$ cat config.mk
export PLATFORM = sky130hd
export DESIGN_NAME = dai_rxbuf_bank
export DESIGN_NICKNAME = d
export VERILOG_FILES = /design/src/rtl/dai_rxbuf_bank_pkg.sv /design/src/rtl/dai_rxbuf_bank_stream.sv /design/src/rtl/dai_rxbuf_bank.sv
export SDC_FILE = /design/constraint.sdc
export NUM_CORES = 2
export LEC_CHECK = 0
export BUFFER_PORTS_ARGS = -buffer_cell sky130_fd_sc_hd__buf_4
export CORE_MARGIN = 4
export CORE_UTILIZATION = 30
export DETAILED_ROUTE_END_ITERATION = 10
export HOLD_SLACK_MARGIN = 0.1
export PLACE_DENSITY = 0.54
export SKIP_CTS_REPAIR_TIMING = 1
export SLEW_MARGIN = 20
export SYNTH_ARGS = -nofsm -noshare
export SYNTH_HDL_FRONTEND = slang
export SYNTH_SLANG_ARGS = --single-unit
$ cat constraint.sdc
create_clock -name clk -period 8.7 [get_ports clk]
set_input_delay 1.74 -clock clk [delete_from_list [all_inputs] [get_ports clk]]
set_output_delay 1.74 -clock clk [all_outputs]
set_load 0.01 [all_outputs]
$ cat src/rtl/dai_rxbuf_bank_pkg.sv
// Shared types and helpers for the DAI receive buffer bank.
package dai_rxbuf_bank_pkg;

  localparam int unsigned SAMPLE_W = 24;

  // Per-stream buffer event reported on the cycle it happens
  typedef enum logic [1:0] {
    XRUN_NONE  = 2'd0,
    XRUN_OVER  = 2'd1,
    XRUN_UNDER = 2'd2
  } xrun_e;

  // Combinational pop response of one stream
  typedef struct packed {
    xrun_e                 xrun;
    logic [SAMPLE_W-1:0]   data;
  } pop_resp_t;

  // Stream s belongs to channel s/2; even streams carry L, odd streams carry R
  function automatic int unsigned stream_ch(input int unsigned s);
    return s / 2;
  endfunction

  function automatic logic stream_is_left(input int unsigned s);
    return (s % 2) == 0;
  endfunction

endpackage

$ cat src/rtl/dai_rxbuf_bank_stream.sv
// One L or R ring buffer: storage, pointers, fill, prefill latch, held sample.
module dai_rxbuf_bank_stream
  import dai_rxbuf_bank_pkg::*;
#(
  parameter int unsigned DEPTH_LOG2 = 4,
  parameter int unsigned PREFILL    = 4,
  parameter int unsigned UNDER_HOLD = 1
) (
  input  logic                clk,
  input  logic                rst,
  input  logic                i_flush,
  input  logic                i_wr,
  input  logic [SAMPLE_W-1:0] i_wdata,
  input  logic                i_pop,
  output pop_resp_t           o_resp_c,
  output logic                o_primed
);

  localparam int unsigned DEPTH  = 1 << DEPTH_LOG2;
  localparam int unsigned PTR_W  = DEPTH_LOG2;
  localparam int unsigned FILL_W = DEPTH_LOG2 + 1;
  localparam logic        HOLD   = (UNDER_HOLD != 0);

  logic [SAMPLE_W-1:0] r_mem [DEPTH];
  logic [PTR_W-1:0]    r_wr_ptr;
  logic [PTR_W-1:0]    r_rd_ptr;
  logic [FILL_W-1:0]   r_fill;
  logic                r_primed;
  logic [SAMPLE_W-1:0] r_held;

  logic                w_empty;
  logic                w_full;
  logic                w_take;
  logic                w_under;
  logic                w_over;
  logic [FILL_W-1:0]   w_fill_nxt;

  // Pops act on the pre-write state; a draining pop frees the slot a full-buffer write needs
  assign w_empty = (r_fill == '0);
  assign w_full  = (r_fill == FILL_W'(DEPTH));
  assign w_take  = i_pop & r_primed & ~w_empty & ~i_flush;
  assign w_under = i_pop & r_primed & w_empty & ~i_flush;
  assign w_over  = i_wr & w_full & ~w_take & ~i_flush;

  // Pop response data and event classification
  always_comb begin
    o_resp_c = '{xrun: XRUN_NONE, data: '0};
    if (w_take) begin
      o_resp_c.data = r_mem[r_rd_ptr];
    end else if (w_under) begin
      o_resp_c.data = HOLD ? r_held : '0;
      o_resp_c.xrun = XRUN_UNDER;
    end
    if (w_over) begin
      o_resp_c.xrun = XRUN_OVER;
    end
  end

  // Next fill level; an overrunning write leaves it pinned at DEPTH
  always_comb begin
    w_fill_nxt = r_fill;
    if (i_wr && !w_over && !w_take) begin
      w_fill_nxt = r_fill + FILL_W'(1);
    end else if (w_take && !i_wr) begin
      w_fill_nxt = r_fill - FILL_W'(1);
    end
  end

  // Sample storage, no reset needed since fill gates every read
  always_ff @(posedge clk) begin
    if (i_wr && !i_flush) begin
      r_mem[r_wr_ptr] <= i_wdata;
    end
  end

  // Pointer, fill, prefill latch and held-sample state
  always_ff @(posedge clk or posedge rst) begin
    if (rst) begin
      r_wr_ptr <= '0;
      r_rd_ptr <= '0;
      r_fill   <= '0;
      r_primed <= 1'b0;
      r_held   <= '0;
    end else if (i_flush) begin
      r_wr_ptr <= '0;
      r_rd_ptr <= '0;
      r_fill   <= '0;
      r_primed <= 1'b0;
      r_held   <= '0;
    end else begin
      if (i_wr) begin
        r_wr_ptr <= r_wr_ptr + PTR_W'(1);
      end
      if (w_take || w_over) begin
        r_rd_ptr <= r_rd_ptr + PTR_W'(1);
      end
      r_fill <= w_fill_nxt;
      if (w_fill_nxt >= FILL_W'(PREFILL)) begin
        r_primed <= 1'b1;
      end
      if (w_take) begin
        r_held <= r_mem[r_rd_ptr];
      end
    end
  end

  assign o_primed = r_primed;

endmodule

$ cat src/rtl/dai_rxbuf_bank.sv
// Receive buffer bank: per-channel L/R ring buffers, pop arbitration and output mux.
module dai_rxbuf_bank
  import dai_rxbuf_bank_pkg::*;
#(
  parameter int unsigned NUM_CH     = 2,
  parameter int unsigned DEPTH_LOG2 = 4,
  parameter int unsigned PREFILL    = 4,
  parameter int unsigned UNDER_HOLD = 1
) (
  input  logic                       clk,
  input  logic                       rst,
  input  logic [NUM_CH-1:0]          flush_i,
  input  logic [NUM_CH-1:0]          wr_i,
  input  logic [NUM_CH-1:0]          lrck_i,
  input  logic [SAMPLE_W*NUM_CH-1:0] wdata_i,
  input  logic [2*NUM_CH-1:0]        pop_i,
  output logic [2*NUM_CH-1:0]        ack_o,
  output logic [SAMPLE_W-1:0]        data_o,
  output logic [NUM_CH-1:0]          primed_o,
  output logic [2*NUM_CH-1:0]        xrun_o,
  input  logic                       xrun_clr_i
);

  localparam int unsigned NUM_ST = 2 * NUM_CH;

  logic [NUM_ST-1:0]   w_grant;
  logic [NUM_ST-1:0]   w_wr;
  logic [NUM_ST-1:0]   w_flush;
  logic [NUM_ST-1:0]   w_primed;
  logic [NUM_ST-1:0]   w_xevt;
  pop_resp_t           w_resp [NUM_ST];
  logic [SAMPLE_W-1:0] w_data;

  logic [NUM_ST-1:0]   r_ack;
  logic [SAMPLE_W-1:0] r_data;
  logic [NUM_CH-1:0]   r_primed;
  logic [NUM_ST-1:0]   r_xrun;

  // Fixed priority: lowest-index pop wins, the rest are dropped
  always_comb begin
    logic w_found;
    w_grant = '0;
    w_found = 1'b0;
    for (int s = 0; s < int'(NUM_ST); s++) begin
      if (pop_i[s] && !w_found) begin
        w_grant[s] = 1'b1;
        w_found    = 1'b1;
      end
    end
  end

  for (genvar gs = 0; gs < int'(NUM_ST); gs++) begin : g_stream
    localparam int unsigned CH   = stream_ch(gs);
    localparam logic        IS_L = stream_is_left(gs);

    assign w_wr[gs]    = wr_i[CH] & (lrck_i[CH] == IS_L);
    assign w_flush[gs] = flush_i[CH];
    assign w_xevt[gs]  = (w_resp[gs].xrun != XRUN_NONE);

    dai_rxbuf_bank_stream #(
      .DEPTH_LOG2 (DEPTH_LOG2),
      .PREFILL    (PREFILL),
      .UNDER_HOLD (UNDER_HOLD)
    ) u_stream (
      .clk      (clk),
      .rst      (rst),
      .i_flush  (w_flush[gs]),
      .i_wr     (w_wr[gs]),
      .i_wdata  (wdata_i[SAMPLE_W*CH +: SAMPLE_W]),
      .i_pop    (w_grant[gs]),
      .o_resp_c (w_resp[gs]),
      .o_primed (w_primed[gs])
    );
  end

  // Select the granted stream's response; zero when nothing is served
  always_comb begin
    w_data = '0;
    for (int s = 0; s < int'(NUM_ST); s++) begin
      if (w_grant[s]) begin
        w_data = w_resp[s].data;
      end
    end
  end

  // Registered ack/data, sticky xrun flags (new events beat clear) and primed status
  always_ff @(posedge clk or posedge rst) begin
    if (rst) begin
      r_ack    <= '0;
      r_data   <= '0;
      r_primed <= '0;
      r_xrun   <= '0;
    end else begin
      r_ack  <= w_grant;
      r_data <= w_data;
      r_xrun <= (xrun_clr_i ? '0 : r_xrun) | w_xevt;
      for (int c = 0; c < int'(NUM_CH); c++) begin
        r_primed[c] <= w_primed[2*c] & w_primed[2*c+1];
      end
    end
  end

  assign ack_o    = r_ack;
  assign data_o   = r_data;
  assign primed_o = r_primed;
  assign xrun_o   = r_xrun;

endmodule

### After elaboration in Yosys (flattened, before gate mapping)

Memory sizes are Yosys's and may differ from the RTL's.
Cells that the tools add are included.

| storage, ports and cells | value |
|---|---|
| register bits | 186 |
| RAM bits | 1536 |
| bits of input ports | 61 |
| logic and storage cells | 246 |
| memories | 4 |

| cells by class | value |
|---|---|
| add/subtract/negate cells | 16 |
| order comparisons | 4 |
| equality and inequality tests | 4 |
| muxes and demuxes | 79 |
| bitwise logic cells | 51 |
| reductions and logical operators | 64 |

Memory list:

| name | depth | width | rd ports | clocked after memory_dff | wr ports | line | text |
|---|---|---|---|---|---|---|---|
| g_stream[0].u_stream.r_mem | 16 | 24 | 1 | 0 | 1 | dai_rxbuf_bank_stream.sv:24 | `logic [SAMPLE_W-1:0] r_mem [DEPTH];` |
| g_stream[1].u_stream.r_mem | 16 | 24 | 1 | 0 | 1 | dai_rxbuf_bank_stream.sv:24 |  |
| g_stream[2].u_stream.r_mem | 16 | 24 | 1 | 0 | 1 | dai_rxbuf_bank_stream.sv:24 |  |
| g_stream[3].u_stream.r_mem | 16 | 24 | 1 | 0 | 1 | dai_rxbuf_bank_stream.sv:24 |  |

Operators with widths:

| cell | count |
|---|---|
| 24-bit 2-to-1 mux | 16 |
| 26-bit 2-to-1 mux | 4 |
| 4-bit 2-to-1 mux | 17 |
| 5-bit 2-to-1 mux | 12 |
| 2-bit nonzero test | 20 |
| 1-bit AND | 38 |
| 4-bit by 1-bit adder with 4-bit output, second input constant | 8 |
| 1-bit 2-to-1 mux | 22 |
| 5-bit by 1-bit adder with 5-bit output, second input constant | 4 |
| 5-bit == test, second input constant | 4 |
| 5-bit by 3-bit >= comparator with 1-bit output, second input constant | 4 |
| 5-bit zero test | 4 |
| 5-bit by 1-bit subtractor with 5-bit output, second input constant | 4 |
| 1-bit logical AND | 19 |
| 1-bit zero test | 17 |
| 2-bit 2-to-1 mux | 8 |
| 1-bit inverter | 12 |
| 1-bit logical OR | 4 |
| 4-bit OR | 1 |

### Depth between registers and ports, before layout

| logic depth | value |
|---|---|
| depth after elaboration | 23 |
| depth in mapped cells | 10 |
| mapped depth without buffers | 8 |

### Modules after synthesis

Synthesis repeated with hierarchy kept, for this count alone.

| unflattened totals | value |
|---|---|
| cell total of the unflattened synthesis | 3382 |
| area total of the unflattened synthesis | 69143.8 um^2 |

Modules (own cells, without submodules):

| module | instances | cells each | area each (um^2) |
|---|---|---|---|
| dai_rxbuf_bank_stream | 4 | 804 | 16887.4 |
| dai_rxbuf_bank | 1 | 166 | 1594.0 |

### Worst setup path before layout

No wires, ideal clock.

| path | value |
|---|---|
| kind | input port to flip-flop |
| from | in flush_i[0] |
| to | mem g_stream[0].u_stream.r_mem[4][0] (enable) |
| library setup time | 0.405 ns |
| arrival time | 3.630 ns |
| required time | 8.295 ns |
| path slack | 4.665 ns |
| stages on the path | 4 |
| buffers on the path | 2 |
| cell sequence | buf_2 -> clkbuf_1 -> or3b_2 -> nor2_1 |

| between the ends | value |
|---|---|
| longest elaborated chain between the ends | 4 |

Ends and longest elaborated chain:

| item | line | text |
|---|---|---|
| start, declared | dai_rxbuf_bank.sv:12 | `input logic [NUM_CH-1:0] flush_i,` |
| 1-bit zero test | dai_rxbuf_bank_stream.sv:71 | `if (i_wr && !i_flush) begin` |
| 1-bit logical AND | dai_rxbuf_bank_stream.sv:71 |  |
| 1-bit 2-to-1 mux | dai_rxbuf_bank_stream.sv:71 |  |
| 1-bit 2-to-1 mux (not written as such) | dai_rxbuf_bank_stream.sv:72 | `r_mem[r_wr_ptr] <= i_wdata;` |
| end, declared | dai_rxbuf_bank_stream.sv:24 |  |

Every way passes these cells.

### Worst setup path after layout

| path | value |
|---|---|
| from | in flush_i[0] |
| to | reg r_data[13], in the netlist data_o[13] |

| between the ends | value |
|---|---|
| longest elaborated chain between the ends | 8 |

Ends and longest elaborated chain:

| item | line | text |
|---|---|---|
| 1-bit inverter (*) | dai_rxbuf_bank_stream.sv:41, dai_rxbuf_bank_stream.sv:42 |  |
| 1-bit AND | dai_rxbuf_bank_stream.sv:42 | `assign w_under = i_pop & r_primed & w_empty & ~i_flush;` |
| 26-bit 2-to-1 mux | dai_rxbuf_bank_stream.sv:50 | `end else if (w_under) begin` |
| 24-bit 2-to-1 mux | dai_rxbuf_bank_stream.sv:48 | `if (w_take) begin` |
| 24-bit 2-to-1 mux | dai_rxbuf_bank.sv:80 | `if (w_grant[s]) begin` |
| 24-bit 2-to-1 mux (*) (3 in series) | dai_rxbuf_bank.sv:80 |  |
| named net w_data[13] | dai_rxbuf_bank.sv:32 | `logic [SAMPLE_W-1:0] w_data;` |
| end signal, assigned | dai_rxbuf_bank.sv:95 | `r_data <= w_data;` |
| end, declared | dai_rxbuf_bank.sv:35 | `logic [SAMPLE_W-1:0] r_data;` |

Mark *: on every way through the listed nets, which the timed path passes. The rest lies on a longest branch.
A chain may end at the register's enable or synchronous reset.

==> flow_summary.toml <==
[pwr]
finalPower_mw = 17.29
vdd_ir_drop_max_mv = 0.1536
powerDensity_mw_per_mm2 = 220.0
p_leak_nw = 24.78

[synth]
ys_types = 73
synth-edff-count = 1536
ys.flop_type = "edfxtp_1"
ys_seq_area_share_pct = 74.58
synth_nets = 3519
yosys-top-cells-count = "edfxtp_1 (1536), mux4_2 (384), dfrtp_1 (186), nand2_1 (186), mux2i_1 (149)"
synth_area_mm2 = 0.06808
yosysTopAreaCell = "edfxtp_1"
synth_seq_cells = 1722
synth_most_common_cell = "edfxtp_1"
postSynthCellCount = 3426
synth_top_area_share_pct = 67.75
yosys-top-cells-area = "edfxtp_1 (68%), mux4_2 (13%), dfrtp_1 (6.8%)"
avgSynthCellArea_um2 = 19.87
ys_warn_count = 0
synthArstFlopShare_pct = 10.80

[die]
dieWidth_um = 484.4
die_y_um = 484.4
core_mm2 = 0.2253
die_area_mm2 = 0.2346
placementRows = 174
start_util_pct = 30.21
top_level_ports = 95

[detailed_routing]
wirelength_mm = 173.1
vias = 33380
remaining_drc_errors = 0
dr.pass1.iters = 5
final_antenna_net_count = 0
vias_per_cell = 4.947
avgRoutedWirePerCell_um = 25.65
first_iter_violations = 3253

[finish]
num-nets-final = 3696
synthToLayoutAreaGrowth_pct = 15.44
drive_gt1_share_pct = 26.95

[clock_tree]
worstSkewPairLatency_ps = 820
clock-sinks = 1722
cts_tree = "done"
clk_pin_slew_ps = 60
ctsLongestPathBuffers = 3
cts_max_level = 4
root_buffer = "clkbuf_16"
numCtsBuffers = 177

[placed_design]
place_congestion = 0.7532
pre_cts_ws_ps = 3916
io_buffer_count = 94
hpwl_mm = 105.0

[sta]
max_freq_ghz = 0.2579
fin_setup_tns_ps = 0
hold_violations = 0
setup_ws_ps = 4822
setup_viol = 0
final.min_clock_period_ps = 3878
finClkSkew_ps = 29.34
rsz0062_at_grt = "false"
maxSlewViolCount = 0
tightest_slew_ps = 1072
finalCritPeriodShare_pct = 44.58
slew_headroom_pct = 27.78

[setup_path]
cp_max_fo = 51
worstSetupEndpointType = "flop"
cp.required_ps = 9410
worst_ep_arrival_time_ps = 4590
critPathLaunchType = "input port"
critical_path_class = "in -> reg"

[flow_run]
cap_violations = 0

[global_routing]
grt_pass1_wl_mm = 251.7
grt_use_total_pct = 14.59
grt_overflow_total = 0
grt_pass1_vias = 33850
antenna_found_initial = 10
grt_max_degree = 72

[min_path]
holdCritPathClass = "reg -> reg"

[outcome]
status = "finished, final reports clean"
[layout make-up]
cell class / instances / area [um^2]
clock inverter: 102 / 1092
inverter: 26 / 105.1
sequential: 1722 / 50820
timing repair buffer: 193 / 1509
antenna: 3 / 7.507
fill: 21010 / 146700
multi-input combinational: 1483 / 16480
tap: 2992 / 3744
clock buffer: 226 / 4832
[registers in the layout (all words and copies together) (netlist names)]
register and cells:
g_stream.u_stream.r_mem 1536, g_stream.u_stream.r_held 96, data_o 24, g_stream.u_stream.r_fill 20, g_stream.u_stream.r_rd_ptr 16, g_stream.u_stream.r_wr_ptr 16, ack_o 4, g_stream.u_stream.o_primed 4
xrun_o 4, primed_o 2
[critical path: stages]
cell and delay, ps:
buf_4 200, buf_4 350, or4_4 780, o21ai_0 910
nor3_1 250, o31ai_2 260
[per-layer routing]
layer	share of wire, %	vias up	wire length [um]	global-route usage [%]
met4	3.2	8	5625	4.874
li1	-	14300	-	-
met3	4.8	235	8299	2.371
met2	48	834	83290	23.48
met1	44	18000	75830	20.19
met5	0.025	-	43	0
[final timing paths]
check                                            startpoint                        endpoint  slack [ps]  cells past startpoint
max in group asynchronous                               rst                      data_o[22]        6350                      3
max                                              flush_i[0]                      data_o[13]        4820                      6
max reg2reg                g_stream[1].u_stream.r_rd_ptr[1]                      data_o[13]        4920                      6
min reg2reg                  g_stream[2].u_stream.r_held[2]  g_stream[2].u_stream.r_held[2]         480                      1
min                          g_stream[2].u_stream.r_held[2]  g_stream[2].u_stream.r_held[2]         480                      1
min in group asynchronous                               rst                        ack_o[0]         950                      2
[metrics by stage]
stage / hold slack (ps) / utilization [%] / cells / area, um^2
3_3_place_gp: 459.7 / 32.21 / 6413 / 72580
2_1_floorplan: 450.0 / - / 3426 / 68080
5_1_grt: 488.3 / 34.88 / 6745 / 78590
3_5_place_dp: 465.4 / 32.21 / 6413 / 72580
6_report: 476.5 / 34.88 / 6747 / 78590
4_1_cts: 478.3 / 34.84 / 6741 / 78500
[cells by family (layout without fill, tap and decap cells)]
logic type      after synthesis  in the layout  share of synthesized area, %
flops                      1722           1722                         74.58
mux                         583            583                         15.72
simple gates                460            460                         3.334
compound gates              368            368                         3.727
buf+inv                     221            547                         1.533
xor+xnor                     40             40                        0.5146
fa+ha+maj                    32             32                        0.5881
other cells                   0              3                             0
[report_power, final]
part / switching [mW] / leakage, nW / internal [mW] / total, mW
registers: 0.0355 / 16.4 / 9.04 / 9.07
clock network: 3.21 / 2.90 / 4.53 / 7.74
logic: 0.325 / 5.51 / 0.157 / 0.481
[placed cells by master, fill, tap and decap left out, types with 20 or more instances in the layout]
cell and instances:
edfxtp_1 1536, mux4_2 384, buf_4 189, nand2_1 186, clkbuf_16 184, dfrtp_1 173
mux2i_1 149, a21oi_1 87, nor2_1 58, a211oi_1 51, mux2_2 50, a21o_1 49
nor2_2 41, clkbuf_1 35, clkinv_2 34, nor3_1 33, o21ai_0 32, ha_1 32
clkinv_1 31, nor2b_1 29, o22ai_1 27, inv_1 24, a221o_1 24, a22oi_1 24
o31ai_1 23, and2_1 20, xnor2_1 20, xor2_1 20, bufinv_16 20
Power figures use the tool's default switching activity.
